### src/rtl/multiplier_if.sv
// Operand/result bundle for the signed MULH multiplier.
// The full-product port p exists only when MULTIPLIER_FULL_EN is defined.
interface multiplier_if #(
    parameter int unsigned WIDTH = 4
);
    logic                 in_valid;
    logic [WIDTH-1:0]     A;
    logic [WIDTH-1:0]     B;
    logic                 out_valid;
    logic [WIDTH-1:0]     y;
`ifdef MULTIPLIER_FULL_EN
    logic [2*WIDTH-1:0]   p;
`endif

    modport master (
        output in_valid,
        output A,
        output B,
        input  out_valid,
`ifdef MULTIPLIER_FULL_EN
        input  p,
`endif
        input  y
    );

    modport slave (
        input  in_valid,
        input  A,
        input  B,
        output out_valid,
`ifdef MULTIPLIER_FULL_EN
        output p,
`endif
        output y
    );
endinterface

### src/rtl/multiplier.sv
// Signed WIDTH x WIDTH shift-add multiplier returning the high product half, one register stage.
// Define MULTIPLIER_FULL_EN to also register and expose the full 2*WIDTH product on p.
module multiplier #(
    parameter int unsigned WIDTH = 4
) (
    input logic        clk,
    input logic        rst_n,
    multiplier_if.slave bus
);
    localparam int unsigned PW = 2 * WIDTH;

    logic [PW-1:0]    w_a_ext;
    logic [PW-1:0]    w_prod;
    logic [WIDTH-1:0] r_y;
    logic             r_out_valid;

    // Partial products of the sign-extended multiplicand; the MSB row carries weight
    // -2^(WIDTH-1), so it is subtracted. The sum is exact modulo 2^PW.
    always_comb begin
        w_a_ext = {{WIDTH{bus.A[WIDTH-1]}}, bus.A};
        w_prod  = '0;
        for (int i = 0; i < int'(WIDTH); i++) begin
            if (bus.B[i]) begin
                if (i == int'(WIDTH) - 1) begin
                    w_prod = w_prod - (w_a_ext << i);
                end else begin
                    w_prod = w_prod + (w_a_ext << i);
                end
            end
        end
    end

`ifdef MULTIPLIER_FULL_EN
    logic [PW-1:0] r_p;

    always_ff @(posedge clk or negedge rst_n) begin
        if (!rst_n) begin
            r_p <= '0;
        end else if (bus.in_valid) begin
            r_p <= w_prod;
        end
    end

    assign bus.p = r_p;
`else
    logic w_unused;
    assign w_unused = ^w_prod[WIDTH-1:0];
`endif

    // y only loads on valid cycles, so X on idle operands never reaches it.
    always_ff @(posedge clk or negedge rst_n) begin
        if (!rst_n) begin
            r_y         <= '0;
            r_out_valid <= 1'b0;
        end else begin
            r_out_valid <= bus.in_valid;
            if (bus.in_valid) begin
                r_y <= w_prod[PW-1:WIDTH];
            end
        end
    end

    assign bus.y         = r_y;
    assign bus.out_valid = r_out_valid;
endmodule

### src/flat_wrapper.sv
// flat-port wrapper written by rule: the top's interface ports become plain ports
module multiplier_flat 
#(
    parameter int unsigned WIDTH = 4
)
  (clk, rst_n, bus_in_valid, bus_A, bus_B, bus_out_valid, bus_y);
  multiplier_if #(.WIDTH(WIDTH)) bus_i ();
  input logic clk;
  input logic rst_n;
  input wire logic [$bits(bus_i.in_valid)-1:0] bus_in_valid;
  input wire logic [$bits(bus_i.A)-1:0] bus_A;
  input wire logic [$bits(bus_i.B)-1:0] bus_B;
  output wire logic [$bits(bus_i.out_valid)-1:0] bus_out_valid;
  output wire logic [$bits(bus_i.y)-1:0] bus_y;
  assign bus_i.in_valid = bus_in_valid;
  assign bus_i.A = bus_A;
  assign bus_i.B = bus_B;
  assign bus_out_valid = bus_i.out_valid;
  assign bus_y = bus_i.y;
  multiplier #(.WIDTH(WIDTH)) u_core (.clk(clk), .rst_n(rst_n), .bus(bus_i));
endmodule
### config.mk
export PLATFORM = sky130hd
export DESIGN_NAME = multiplier_flat
export DESIGN_NICKNAME = d
export VERILOG_FILES = /design/src/rtl/multiplier_if.sv /design/src/rtl/multiplier.sv /design/src/flat_wrapper.sv
export SDC_FILE = /design/constraint.sdc
export NUM_CORES = 1
export LEC_CHECK = 0
export CAP_MARGIN = 10
export CORE_MARGIN = 5
export CORE_UTILIZATION = 35
export CTS_CLUSTER_DIAMETER = 30
export DETAILED_ROUTE_END_ITERATION = 8
export GPL_TIMING_DRIVEN = 0
export PLACE_DENSITY = 0.62
export SLEW_MARGIN = 20
export SYNTH_ARGS = -nofsm -noshare
export SYNTH_HDL_FRONTEND = slang
export SYNTH_SLANG_ARGS = --single-unit
### constraint.sdc
create_clock -name clk -period 0.8 [get_ports clk]
set_input_delay 0.16 -clock clk [delete_from_list [all_inputs] [get_ports clk]]
set_output_delay 0.16 -clock clk [all_outputs]
set_load 0.01 [all_outputs]
* Word-level counts from Yosys, hierarchy flattened
Cells that the tools add are included.
** Cells by class
- $add $sub $neg :: 3
- Multiplexer cells :: 4
** Operators by type and width (count)
- 2-to-1 mux 8 bit :: 4
- adder 8 bit :: 2
- subtractor 8 bit :: 1
** Word-level totals
- Register bits :: 5
- Input bits :: 11
- Word-level logic and storage cells :: 9

* Depth between registers and ports, before layout
Gate-level depths: netlist of run 1.
- Word-level depth :: 7
- Gate-level depth with buffers :: 20
- Gate-level depth less buffers :: 19

* Worst setup path after synthesis of run 1
No wires, ideal clock.
- Path type :: input to register
- Start :: input port bus_B[0]
- End :: register u_core.r_y[3], in the netlist u_core.bus.y[3]
- Setup time :: 125 ps
- Arrival time :: 3694 ps
- Data required time :: 675 ps
- Setup slack :: -3019 ps
- Cell stages on the path :: 19
- Cell sequence :: buf_2 -> and2_2 -> inv_1 -> fa_1 -> xnor2_1 -> a21o_1 -> nand2_1 -> fa_1 -> xnor2_1 -> a22oi_1 -> o31a_1 -> o31ai_2 -> fa_1 -> nand2b_1 -> a21oi_1 -> xnor2_1 -> a211oi_2 -> xnor2_1 -> mux2_4
** On the way
- Longest elaborated chain between the ends :: 7
** Ends and longest elaborated chain
- from (decl) :: line flat_wrapper.sv:12 : input wire logic [$bits(bus_i.B)-1:0] bus_B;
- 2-to-1 mux 8 bit * :: line multiplier.sv:23 : if (bus.B[i]) begin
- adder 8 bit :: line multiplier.sv:27 : w_prod = w_prod + (w_a_ext << i);
- 2-to-1 mux 8 bit * :: line multiplier.sv:23
- adder 8 bit :: line multiplier.sv:27
- 2-to-1 mux 8 bit * :: line multiplier.sv:23
- subtractor 8 bit :: line multiplier.sv:25 : w_prod = w_prod - (w_a_ext << i);
- 2-to-1 mux 8 bit * :: line multiplier.sv:23
- to (signal assigned) :: line multiplier.sv:58 : r_y <= w_prod[PW-1:WIDTH];
- to (decl) :: line multiplier.sv:14 : logic [WIDTH-1:0] r_y;
Every way passes the cells marked *; elsewhere a longest branch is shown, timed or not.
A chain may end at the register's enable or synchronous reset.

* Final worst setup path of run 1
Ends and elaborated chain as after synthesis.

==> run_results.csv, run 1 <==
group,metric,value,unit
critical_path,path_class,"input pin to flip-flop",
synth,ys_warn_count,0,
pwr,power.leakage,0.6286,nW
placed_design,place_ws,-3.724,ns
placed_design,gp_congestion,0.7655,
synth,syn_area,895.9,um^2
global_routing,grt_util_all_layers,13.76,%
synth,seq_area_frac_synth,13.97,%
worst_hold_path,hp-class,"input pin to asynchronous set/reset pin",
sta,setup_slack,-2.735,ns
sta,hold_viol,0,
clock_tree,ctsHoldBuffers,0,
synth,syn_area_per_cell,8.295,um^2
sta,rsz0062_at_grt,"true",
detailed_routing,drt_wl_total,2249,um
detailed_routing,via_per_inst,5.109,
run,cap_violations,0,
synth,syn_inst,108,
clock_tree,cts_sinks,5,
critical_path,required,0.92,ns
critical_path,worstSetupStartpointType,"input pin",
clock_tree,cts-root-buf,"clkbuf_4",
floorplan,die_w,60.59,um
layout,nNetsFinal,168,
critical_path,critical_path.reg2reg.endpoint,"u_core.bus.y[3]$_DFFE_PN0P_",
sta,hold_slack,0.1411,ns
clock_tree,numCtsBuffers,3,
global_routing,antenna_found_initial,0,
clock_tree,cts_htree_levels,1,
synth,synth_nets,130,
sta,period_minus_slack,3.535,ns
critical_path,rr_startpoint,"u_core.bus.y[3]$_DFFE_PN0P_",
floorplan,chipHeight,60.59,um
layout,antenna_cells,0,
detailed_routing,drc_errors,0,
sta,worst_slew_pin_slew,0.3148,ns
critical_path,cp-end-kind,"flip-flop",
clock_tree,cts_tree,"built",
global_routing,grt_pass1_vias,891,
sta,finalCritPeriodShare,441.9,%
synth,synth_seq_cells,5,
outcome,violations,"negative setup slack",
sta,skew,0,ns
floorplan,dieArea,3671,um^2
pwr,max-vdd-ir-drop,0.9052,mV
critical_path,ff2ff_setup_slack,-0.09,ns
pwr,powerDensity,1399,nW/um^2
layout,area_delta_synth_final,55.45,%
floorplan,rows,18,
clock_tree,insertion_delay,0.24,ns
detailed_routing,num_vias,894,
placed_design,dp_hpwl,1671,um
critical_path,arrival,3.66,ns
global_routing,grt_overflow_total,0,
critical_path,cp_max_fo,4,
placed_design,numPortBuffers,14,
critical_path,startpoint,"bus_B[0]",
detailed_routing,drt_pass1_iterations,4,
sta,slew_headroom,78.95,%
floorplan,io_pins,16,
clock_tree,clk_pin_slew,0.04,ns
synth,synth_async_sr_flop_share,100.0,%
clock_tree,cts_buffer_depth,2,
sta,final_max_slew_viol_count,0,
detailed_routing,ant_nets,0,
synth,ys_types,41,
synth,synth_edf_count,0,
sta,finalSetupViolCount,9,
floorplan,core_area,2455,um^2
detailed_routing,wire_per_inst,12.85,um
critical_path,reg2reg_depth,2,
detailed_routing,drt_iter0_markers,22,
global_routing,grt_max_degree,11,
outcome,status,"finished, violations left",
floorplan,initial_core_util,36.49,%
critical_path,cp-endpoint,"u_core.bus.y[3]$_DFFE_PN0P_",
sta,max_freq,282.9,MHz
layout,drive_above_1_share,51.03,%
synth,synth_ff_type,"dfrtp_1",
global_routing,grt_pass1_wl,3891,um
## synthesized netlist by cell type (3+ instances only)
| cell type | number | area [um^2] |
|---|---|---|
| a21oi_1 | 12 | 60.06 |
| buf_2 | 3 | 15.01 |
| dfrtp_1 | 5 | 125.1 |
| fa_1 | 3 | 60.06 |
| ha_1 | 8 | 100.1 |
| inv_1 | 8 | 30.03 |
| mux2_4 | 3 | 45.04 |
| nand2_1 | 9 | 33.78 |
| nand3_1 | 5 | 25.02 |
| nor2_1 | 7 | 26.28 |
| o21ai_1 | 3 | 15.01 |
| o31a_1 | 3 | 26.28 |
| xnor2_1 | 5 | 43.79 |
| xor2_1 | 3 | 26.28 |
## state kept, by name, indices dropped and copies added (netlist names)
register,cells
u_core.bus.out_valid,1
u_core.bus.y,4
## layout make-up
type	count	area, um^2
Multi-Input combinational cell	89	853.3
Fill cell	225	1062
Tap cell	30	37.54
Clock buffer	4	26.28
Buffer	6	60.06
Timing Repair Buffer	33	260.3
Sequential cell	5	125.1
Inverter	8	30.03
## through the flow
stage          setup TNS [ns]  cell area [um^2]  utilization, %  std cells  power (mW)
3_3_place_gp           -14.28              1177           47.96        152       1.418
5_1_grt                -11.05              1393           56.73        175       2.136
6_report               -10.27              1393           56.73        175       1.948
3_5_place_dp           -14.45              1177           47.96        152       1.448
2_1_floorplan          -9.561             999.7               -        108       1.130
4_1_cts                -10.25              1340           54.59        171       1.885
## layer usage
metal,share of wire (%),GRT usage [%],vias up
met5,0,0,-
met4,0,2.786,0
met3,4.2,1.915,0
met2,50,24.58,16
met1,46,17.59,421
li1,-,-,457
## worst max-delay path, cell delays in order
cell,delay (ns)
buf_8,0.07
buf_8,0.09
and2_4,0.16
inv_2,0.04
fa_2,0.55
nor2b_4,0.05
o21ai_4,0.16
inv_2,0.05
fa_2,0.37
xnor2_1,0.14
a22oi_1,0.19
o31a_1,0.21
o31ai_4,0.09
fa_2,0.37
nand2b_4,0.16
o2bb2ai_2,0.12
and3_1,0.15
a211oi_2,0.17
xnor2_1,0.10
mux2_4,0.26
## logic make-up (layout without fill, tap and decap cells)
kind of cell               count (synthesis)  after routing  synth area share, %
DFF                                        5              5                13.97
buffers and inverters                     14             51                7.960
xor gates and xnor gates                   8              8                7.822
AOI/OAI and AO/OA                         34             34                26.68
adders and majority gates                 11             11                17.88
and+or+nand+nor                           32             32                19.41
muxes                                      4              4                6.284
## where the power goes
part           internal, mW  switching (mW)  total, mW  leakage [nW]
logic                 0.734           0.587       1.32         0.556
registers             0.312          0.0278      0.340        0.0581
clock network         0.188          0.0982      0.286        0.0150
total                  1.23           0.713       1.95         0.629
## repair_timing
| item | CTS | global route |
|---|---|---|
| endpoints found under the hold margin | 0 | 0 |
| pin swaps | 28 | 14 |
| gates resized for setup | 52 | 7 |
| endpoints found under the setup margin | 9 | 9 |
| buffers inserted | 15 | 4 |
## worst min-delay path by stage
| stage | from | endpoint | cells after the start |
|---|---|---|---|
| 6_report | rst_n | u_core.bus.y[0]$_DFFE_PN0P_ | 1 |
| 5_1_grt | rst_n | u_core.bus.y[0]$_DFFE_PN0P_ | 1 |
| 4_1_cts | rst_n | u_core.bus.y[3]$_DFFE_PN0P_ | 1 |
| 3_5_place_dp | rst_n | u_core.bus.y[2]$_DFFE_PN0P_ | 1 |
| 3_3_place_gp | rst_n | u_core.bus.y[1]$_DFFE_PN0P_ | 1 |
| 2_1_floorplan | rst_n | u_core.bus.out_valid$_DFF_PN0_ | 0 |
## cells in the final DEF, fill, tap and decap left out, types with 2 or more instances in the layout
cell             count
buf_8                2
clkbuf_4             3
fa_2                 3
nor2_1               6
nand3_1              4
buf_2                8
ha_1                 4
o31a_1               3
dfrtp_1              5
nand2b_4             2
buf_6                2
a21oi_1              8
o21ai_1              2
a21oi_2              6
inv_1                5
xor2_1               3
buf_4               21
nand2_1              9
mux2_4               4
xnor2_1              4
inv_2                3
ha_4                 4
clkdlybuf4s50_1      5
a21o_1               2
(Power assumes the default switching activity.)
==> run 2, diff against run 1 <==
Settings changed: ABC_AREA set to 0, ABC_CLOCK_PERIOD_IN_PS set to 800.
==> results of run 2 <==
Same layout as run 1: the final DEF is identical, and so are final timing and power.
